File: src/rtl/alu_ctrl_md.sv
// EX-stage ALU control decoder with an iterative multiply/divide sequencer owning HI/LO.
// Define MD_EARLY_OUT_EN to let multiplies finish once the remaining multiplier bits are zero.
module alu_ctrl_md #(
  parameter int DATA_W = 32,
  parameter int CODE_W = 4
) (
  input  logic              clk,
  input  logic              reset,
  input  logic              valid_in,
  input  logic [1:0]        ALUOp,
  input  logic [5:0]        funct,
  input  logic [5:0]        op_code,
  input  logic [DATA_W-1:0] rs_val,
  input  logic [DATA_W-1:0] rt_val,
  output logic [CODE_W-1:0] code,
  output logic              stall,
  output logic              busy,
  output logic              md_done,
  output logic              div_zero,
  output logic [1:0]        mf_sel,
  output logic [DATA_W-1:0] hi,
  output logic [DATA_W-1:0] lo
);

  localparam int CNT_W = (DATA_W > 2) ? $clog2(DATA_W) : 1;

  typedef enum logic [1:0] {ST_IDLE, ST_RUN, ST_FIX} state_t;

  state_t              state, state_nx;
  logic [CNT_W-1:0]    cnt;
  logic [2*DATA_W-1:0] acc;
  logic [2*DATA_W-1:0] mc;
  logic [DATA_W-1:0]   mq;
  logic [DATA_W-1:0]   rs_raw;
  logic                is_div, neg_q, neg_r, dz;

  logic [3:0] code_raw;
  logic       r_type, md_op, mfhi, mflo, accept;
  logic       load, step, fin, last, run_done;

  // Decode
  always_comb begin
    code_raw = 4'b1111;
    case (ALUOp)
      2'b00: code_raw = 4'b0000;
      2'b01: code_raw = 4'b0110;
      2'b10: begin
        case (funct)
          6'b100000: code_raw = 4'b0010;
          6'b100010: code_raw = 4'b0110;
          6'b100100: code_raw = 4'b0000;
          6'b100101: code_raw = 4'b0001;
          6'b101010: code_raw = 4'b0111;
          6'b100111: code_raw = 4'b1100;
          6'b100110: code_raw = 4'b1101;
          6'b101011: code_raw = 4'b1000;
          default:   code_raw = 4'b1111;
        endcase
      end
      default: begin
        case (op_code)
          6'b001100: code_raw = 4'b0000;
          6'b001101: code_raw = 4'b0001;
          6'b001010: code_raw = 4'b0111;
          6'b001110: code_raw = 4'b1101;
          default:   code_raw = 4'b1111;
        endcase
      end
    endcase
  end

  assign code   = CODE_W'(code_raw);
  assign r_type = valid_in & (ALUOp == 2'b10);
  assign md_op  = r_type & (funct[5:2] == 4'b0110);
  assign mfhi   = r_type & (funct == 6'b010000);
  assign mflo   = r_type & (funct == 6'b010010);
  assign mf_sel = {mflo, mfhi};
  assign stall  = busy & (md_op | mfhi | mflo);
  assign accept = md_op & ~busy;
  assign last   = (cnt == CNT_W'(DATA_W - 1));

  always_ff @(posedge clk) begin
    if (reset) state <= ST_IDLE;
    else       state <= state_nx;
  end

  always_comb begin
    state_nx = state;
    load     = 1'b0;
    step     = 1'b0;
    fin      = 1'b0;
`ifdef MD_EARLY_OUT_EN
    // mq still holds the bit consumed this cycle; the rest must be zero
    run_done = last | (~is_div & (mq[DATA_W-1:1] == '0));
`else
    run_done = last;
`endif
    case (state)
      ST_IDLE: if (accept) begin
        load     = 1'b1;
        state_nx = ST_RUN;
      end
      ST_RUN: begin
        step = 1'b1;
        if (run_done) state_nx = ST_FIX;
      end
      ST_FIX: begin
        fin      = 1'b1;
        state_nx = ST_IDLE;
      end
      default: state_nx = ST_IDLE;
    endcase
  end

  // Sequencer datapath: magnitudes in, signs applied in FIX
  logic              rs_neg, rt_neg;
  logic [DATA_W-1:0] abs_rs, abs_rt;
  logic [DATA_W:0]   dv_t, dv_d;
  logic [2*DATA_W-1:0] prod;
  logic [DATA_W-1:0] quo, rem;

  assign rs_neg = ~funct[0] & rs_val[DATA_W-1];
  assign rt_neg = ~funct[0] & rt_val[DATA_W-1];
  assign abs_rs = rs_neg ? -rs_val : rs_val;
  assign abs_rt = rt_neg ? -rt_val : rt_val;
  assign dv_t   = acc[2*DATA_W-1:DATA_W-1];
  assign dv_d   = dv_t - {1'b0, mq};
  assign prod   = neg_q ? -acc : acc;
  assign quo    = neg_q ? -acc[DATA_W-1:0] : acc[DATA_W-1:0];
  assign rem    = neg_r ? -acc[2*DATA_W-1:DATA_W] : acc[2*DATA_W-1:DATA_W];

  always_ff @(posedge clk) begin
    if (reset) begin
      cnt      <= '0;
      acc      <= '0;
      mc       <= '0;
      mq       <= '0;
      rs_raw   <= '0;
      is_div   <= 1'b0;
      neg_q    <= 1'b0;
      neg_r    <= 1'b0;
      dz       <= 1'b0;
      busy     <= 1'b0;
      md_done  <= 1'b0;
      div_zero <= 1'b0;
      hi       <= '0;
      lo       <= '0;
    end else begin
      busy    <= (state_nx != ST_IDLE);
      md_done <= fin;
      if (load) begin
        cnt    <= '0;
        is_div <= funct[1];
        neg_q  <= rs_neg ^ rt_neg;
        neg_r  <= rs_neg;
        dz     <= funct[1] & (rt_val == '0);
        rs_raw <= rs_val;
        mq     <= abs_rt;
        mc     <= {{DATA_W{1'b0}}, abs_rs};
        acc    <= funct[1] ? {{DATA_W{1'b0}}, abs_rs} : '0;
      end else if (step) begin
        cnt <= cnt + 1'b1;
        if (is_div) begin
          if (!dv_d[DATA_W]) acc <= {dv_d[DATA_W-1:0], acc[DATA_W-2:0], 1'b1};
          else               acc <= {dv_t[DATA_W-1:0], acc[DATA_W-2:0], 1'b0};
        end else begin
          if (mq[0]) acc <= acc + mc;
          mc <= mc << 1;
          mq <= mq >> 1;
        end
      end else if (fin) begin
        div_zero <= dz;
        if (!is_div) begin
          {hi, lo} <= prod;
        end else if (dz) begin
          hi <= rs_raw;
          lo <= '1;
        end else begin
          hi <= rem;
          lo <= quo;
        end
      end
    end
  end

endmodule

File: config.mk
export PLATFORM = sky130hd
export DESIGN_NAME = alu_ctrl_md
export DESIGN_NICKNAME = d
export VERILOG_FILES = /design/src/rtl/alu_ctrl_md.sv
export SDC_FILE = /design/constraint.sdc
export NUM_CORES = 1
export LEC_CHECK = 0
export BUFFER_PORTS_ARGS = -buffer_cell sky130_fd_sc_hd__buf_4
export CAP_MARGIN = 10
export CORE_ASPECT_RATIO = 0.5
export CORE_MARGIN = 2
export CORE_UTILIZATION = 35
export DETAILED_ROUTE_END_ITERATION = 6
export PLACE_DENSITY = 0.62
export SKIP_CTS_REPAIR_TIMING = 1
export SYNTH_ARGS = -nofsm -noshare
export SYNTH_HDL_FRONTEND = slang
export SYNTH_SLANG_ARGS = --single-unit
File: constraint.sdc
create_clock -name clk -period 9 [get_ports clk]
set_input_delay 0.45 -clock clk [delete_from_list [all_inputs] [get_ports clk]]
set_output_delay 0.45 -clock clk [all_outputs]
set_load 0.01 [all_outputs]
After elaboration in Yosys (flattened, before gate mapping):

Cells that the tools add are included.

* word-level logic and storage cells: 104
* flip-flop bits (word level): 270

* reductions and logical operators: 11
* add/subtract/negate cells: 8
* equality and inequality tests: 21
* bitwise gates (word level): 17
* multiplexer cells: 31

Operators with widths (number)
* $mux 32: 15
* $mux 64: 6
* $neg 32->32: 4
* $add 64x64->64: 1
* $neg 64->64: 1
* $eq 6x6->1 const B: 8
* $sub 33x32->33: 1
* $logic_not 32->1: 1
* $pmux 4 s8: 1
* $eq 6x4->1 const B: 4
* $pmux 4 s4: 1
* $eq 6x5->1 const B: 2
* $pmux 4 s3: 1
* $and 1x1->1: 9
* $reduce_and 2->1: 3
* $add 5x1->5 const B: 1
* $eq 5x5->1 const B: 1
* $not 1->1: 5
* $eq 2x1->1 const B: 2
* $eq 2x2->1 const B: 2
* $eq 4x3->1 const B: 1
* $logic_not 2->1: 2
* $mux 1: 4
* $mux 2: 2
* other kinds (8): 10

Depth between registers and ports, before layout:

* depth after elaboration: 8
* gate-level depth with buffers: 15
* mapped depth without buffers: 13

Worst setup path after synthesis:

OpenSTA, ideal clock, no wires.

* kind: register -> register
* start point: register acc[31]
* end point: register acc[45]
* path slack: 5.510 ns
* path buffers: 1
* cell stages (with the launch flop): 15
* required time: 8.872 ns
* data arrival time: 3.363 ns
* setup time: 0.128 ns
* cell sequence: dfxtp_1 > inv_1 > ha_1 > fa_1 > nand2b_1 > a21oi_1 > o21a_1 > a21boi_0 > o21ai_0 > a221oi_1 > xnor2_1 > buf_2 > mux2_2 > a222oi_1 > nor2_1

* longest elaborated chain between the ends: 5
* elaborated cells on any way between the ends: 7
* classes of those cells: add/sub: 2; mux: 5

Ends and longest elaborated chain
* start: declaration: RTL line 31 `logic [2*DATA_W-1:0] acc;`
* start signal: assignment: RTL line 160 `acc <= funct[1] ? {{DATA_W{1'b0}}, abs_rs} : '0;`
* start signal: assignment: RTL line 164 `if (!dv_d[DATA_W]) acc <= {dv_d[DATA_W-1:0], acc[DATA_W-2:0], 1'b1};`
* start signal: assignment: RTL line 165 `else acc <= {dv_t[DATA_W-1:0], acc[DATA_W-2:0], 1'b0};`
* $add 64x64->64 / $sub 33x32->33 (equally long branches): RTL line 167, 127
* $mux 64, on equally long branches: RTL line 167, 164
* $mux 64 *: RTL line 163 `if (is_div) begin`
* $mux 64 *: RTL line 161 `end else if (step) begin`
* $mux 64 *: RTL line 151 `if (load) begin`

Mark *: on every way between the ends. The rest lies on a longest branch, timed or not. The select of a mux whose other input is x is not followed.
A chain may end at the register's enable or synchronous reset.

Worst setup path after layout:

* start point: register acc[31]
* end point: register acc[36]

The elaborated chain is that of the path after synthesis.

==> results_dict.tcl <==
set metrics [dict create \
    critPathArrivalTime_ns 5.22 \
    fmax_mhz 209 \
    crit_fanout 34 \
    rsz0062_at_grt "no" \
    synthTopCellsByCount "nand2_1 (491), a21oi_1 (304), nor2_1 (277)" \
    route.detailed.drc 0 \
    portBuffers 154 \
    end_kind "flip-flop" \
    clk_latency_ns 0.59 \
    worst_slew_pin_slew_ns 1.23 \
    swShare 0.268 \
    netlist_area_um2 20400 \
    wirelength_mm 73.8 \
    clock-root-buffer "clkbuf_16" \
    area_growth_pct 12.5 \
    initial_utilization 0.355 \
    layout.nets 3040 \
    die_y_um 175 \
    slew_headroom 0.179 \
    synth_top_cell_area_share 0.265 \
    cts_tree "yes" \
    dieArea_um2 60300 \
    drive_above_1_share 0.0983 \
    status "completed" \
    ant_nets 0 \
    synth.area.top_cells "dfxtp_1 (27%), nand2_1 (9.0%), a21oi_1 (7.5%)" \
    period_minus_slack_ns 4.77 \
    worstPathRequired_ns 9.44 \
    cts_buffers 29 \
    die_width_um 345 \
    drt-initial-drc-count 2213 \
    total_leakage_power_nw 8.83 \
    grt_usage 0.236 \
    p_seq_frac 0.445 \
    cts.htree.levels 1 \
    grt_max_degree 174 \
    setup_tns_ns 0 \
    grt_pass1_vias 19500 \
    coreArea_um2 57500 \
    synth_cells 2856 \
    boundaryPins 155 \
    ys_seq_area_frac 0.265 \
    synth_area_leader_cell "dfxtp_1" \
    p_per_area_nw_per_um2 118 \
    std_cell_rows 62 \
    synth_most_common_cell "nand2_1" \
    clockBufferDepth 3 \
    finalSetupViolations 0 \
    vias 21300 \
    cts.sinks 270 \
    synth-edff-count 0 \
    fin_skew_ns 0.0243 \
    yosys_most_used_dff "dfxtp_1" \
    maxCapViolations 0 \
    hold_path_class "primary input to flip-flop" \
    finalHoldViolations 0 \
    antenna_cells 0 \
    ys_ff_latch 270 \
    yosys_warnings 0 \
    vdd_ir_drop_max_v 0.000141 \
    fin_hold_ws_ns 0.138 \
    gp_congestion 0.961 \
    report.final.slew_viol_count 0 \
    combPwrFrac 0.097 \
    p_sw_mw 0.726 \
    grt_pass1_wl_mm 115 \
    syn-num-nets 3040 \
    ys_async_sr_fraction 0 \
    ys_types 75 \
    wl_per_cell_um 20.2 \
    detailed_place_hpwl_mm 54.5 \
    cp-start-kind "flip-flop" \
    firstDrtPassIters 6 \
    path_clk_slew_ns 0.07 \
    finalCritPeriodShare 0.530 \
    fill_cells 6008 \
    grt_overflow 0 \
    internal_power_mw 1.98 \
    synth_area_per_cell_um2 7.14 \
    worstSetupPathType "flip-flop to flip-flop" \
    post_drt_via_cell_ratio 5.84 \
    antenna_found_initial 0 \
    clock_power_share 0.458 \
]
-- registers in the layout, indices dropped and copies added (netlist names), 2 cells and up --
name	flops
acc	64
mc	64
hi	32
lo	32
mq	32
rs_raw	32
cnt	5
state	2
-- final timing paths --
check	startpoint	slack, ns	end	cells after the start
max reg2reg	acc[31]	4.23	acc[36]	14
min reg2reg	cnt[4]	0.46	cnt[4]	2
max	acc[31]	4.23	acc[36]	14
min	rs_val[4]	0.14	rs_raw[4]	3
-- power groups by stage --
stage	Combinational [mW]	Clock (mW)	Sequential, mW
floorplan	0.155	0	1.23
global placement	0.256	0	1.23
detailed placement	0.258	0	1.23
CTS	0.258	1.26	1.20
global route	0.282	1.31	1.20
finish	0.262	1.24	1.20
-- layer usage --
metal | global-route usage | wire (um)
met1 | 0.329 | 32700
met2 | 0.381 | 32900
met3 | 0.0316 | 5980
met4 | 0.0687 | 2150
met5 | 0 | 0
-- cell type report --
cell class	instances	area, um2	area share
Timing Repair Buffer	182	1380	0.0603
Tap cell	768	961	0.0419
Multi-Input combinational cell	2303	14000	0.609
Clock buffer	39	835	0.0364
Clock inverter	15	129	0.00562
Inverter	70	263	0.0115
Sequential cell	270	5410	0.236
-- metrics by stage --
stage | utilization | cells | total power [mW] | setup WS, ns | cell area (um2)
final | 0.399 | 3647 | 2.70 | 4.23 | 22900
after global routing | 0.399 | 3647 | 2.79 | 3.99 | 22900
after CTS | 0.399 | 3647 | 2.72 | 4.31 | 22900
after detailed placement | 0.382 | 3593 | 1.49 | 4.36 | 22000
after global placement | 0.382 | 3593 | 1.49 | 4.45 | 22000
after floorplan | - | 2856 | 1.38 | 5.51 | 20400
-- layout by cell type (no fill, tap or decap), types with 53 or more instances in the layout --
cell,n
buf_4,180
a21oi_1,303
nor3_1,54
ha_1,101
a211oi_1,53
xor2_1,94
dfxtp_1,267
nor2_1,273
inv_1,70
nand2_1,490
o21ai_0,179
a311oi_1,60
xnor2_1,125
-- cell families after synthesis --
family | share of synthesized area
AO/OA/AOI/OAI | 0.277
AND/OR/NAND/NOR | 0.225
flip-flops | 0.265
adder cells (fa/ha/maj) | 0.0639
XOR/XNOR | 0.0945
multiplexers | 0.0214
buffers and inverters | 0.0528
-- worst max-delay path: stages, from the launching register on --
cell and delay, ns:
dfxtp_1 0.45, inv_1 0.11, ha_1 0.24, fa_1 0.39
nand2b_1 0.19, a21oi_1 0.21, o21a_1 0.24, a21boi_0 0.24
o21ai_0 0.54, a221oi_1 0.22, xnor2_2 0.46, buf_4 0.51
mux2_2 0.39, a222oi_1 0.32, nor2_1 0.07
(Power assumes the default switching activity.)
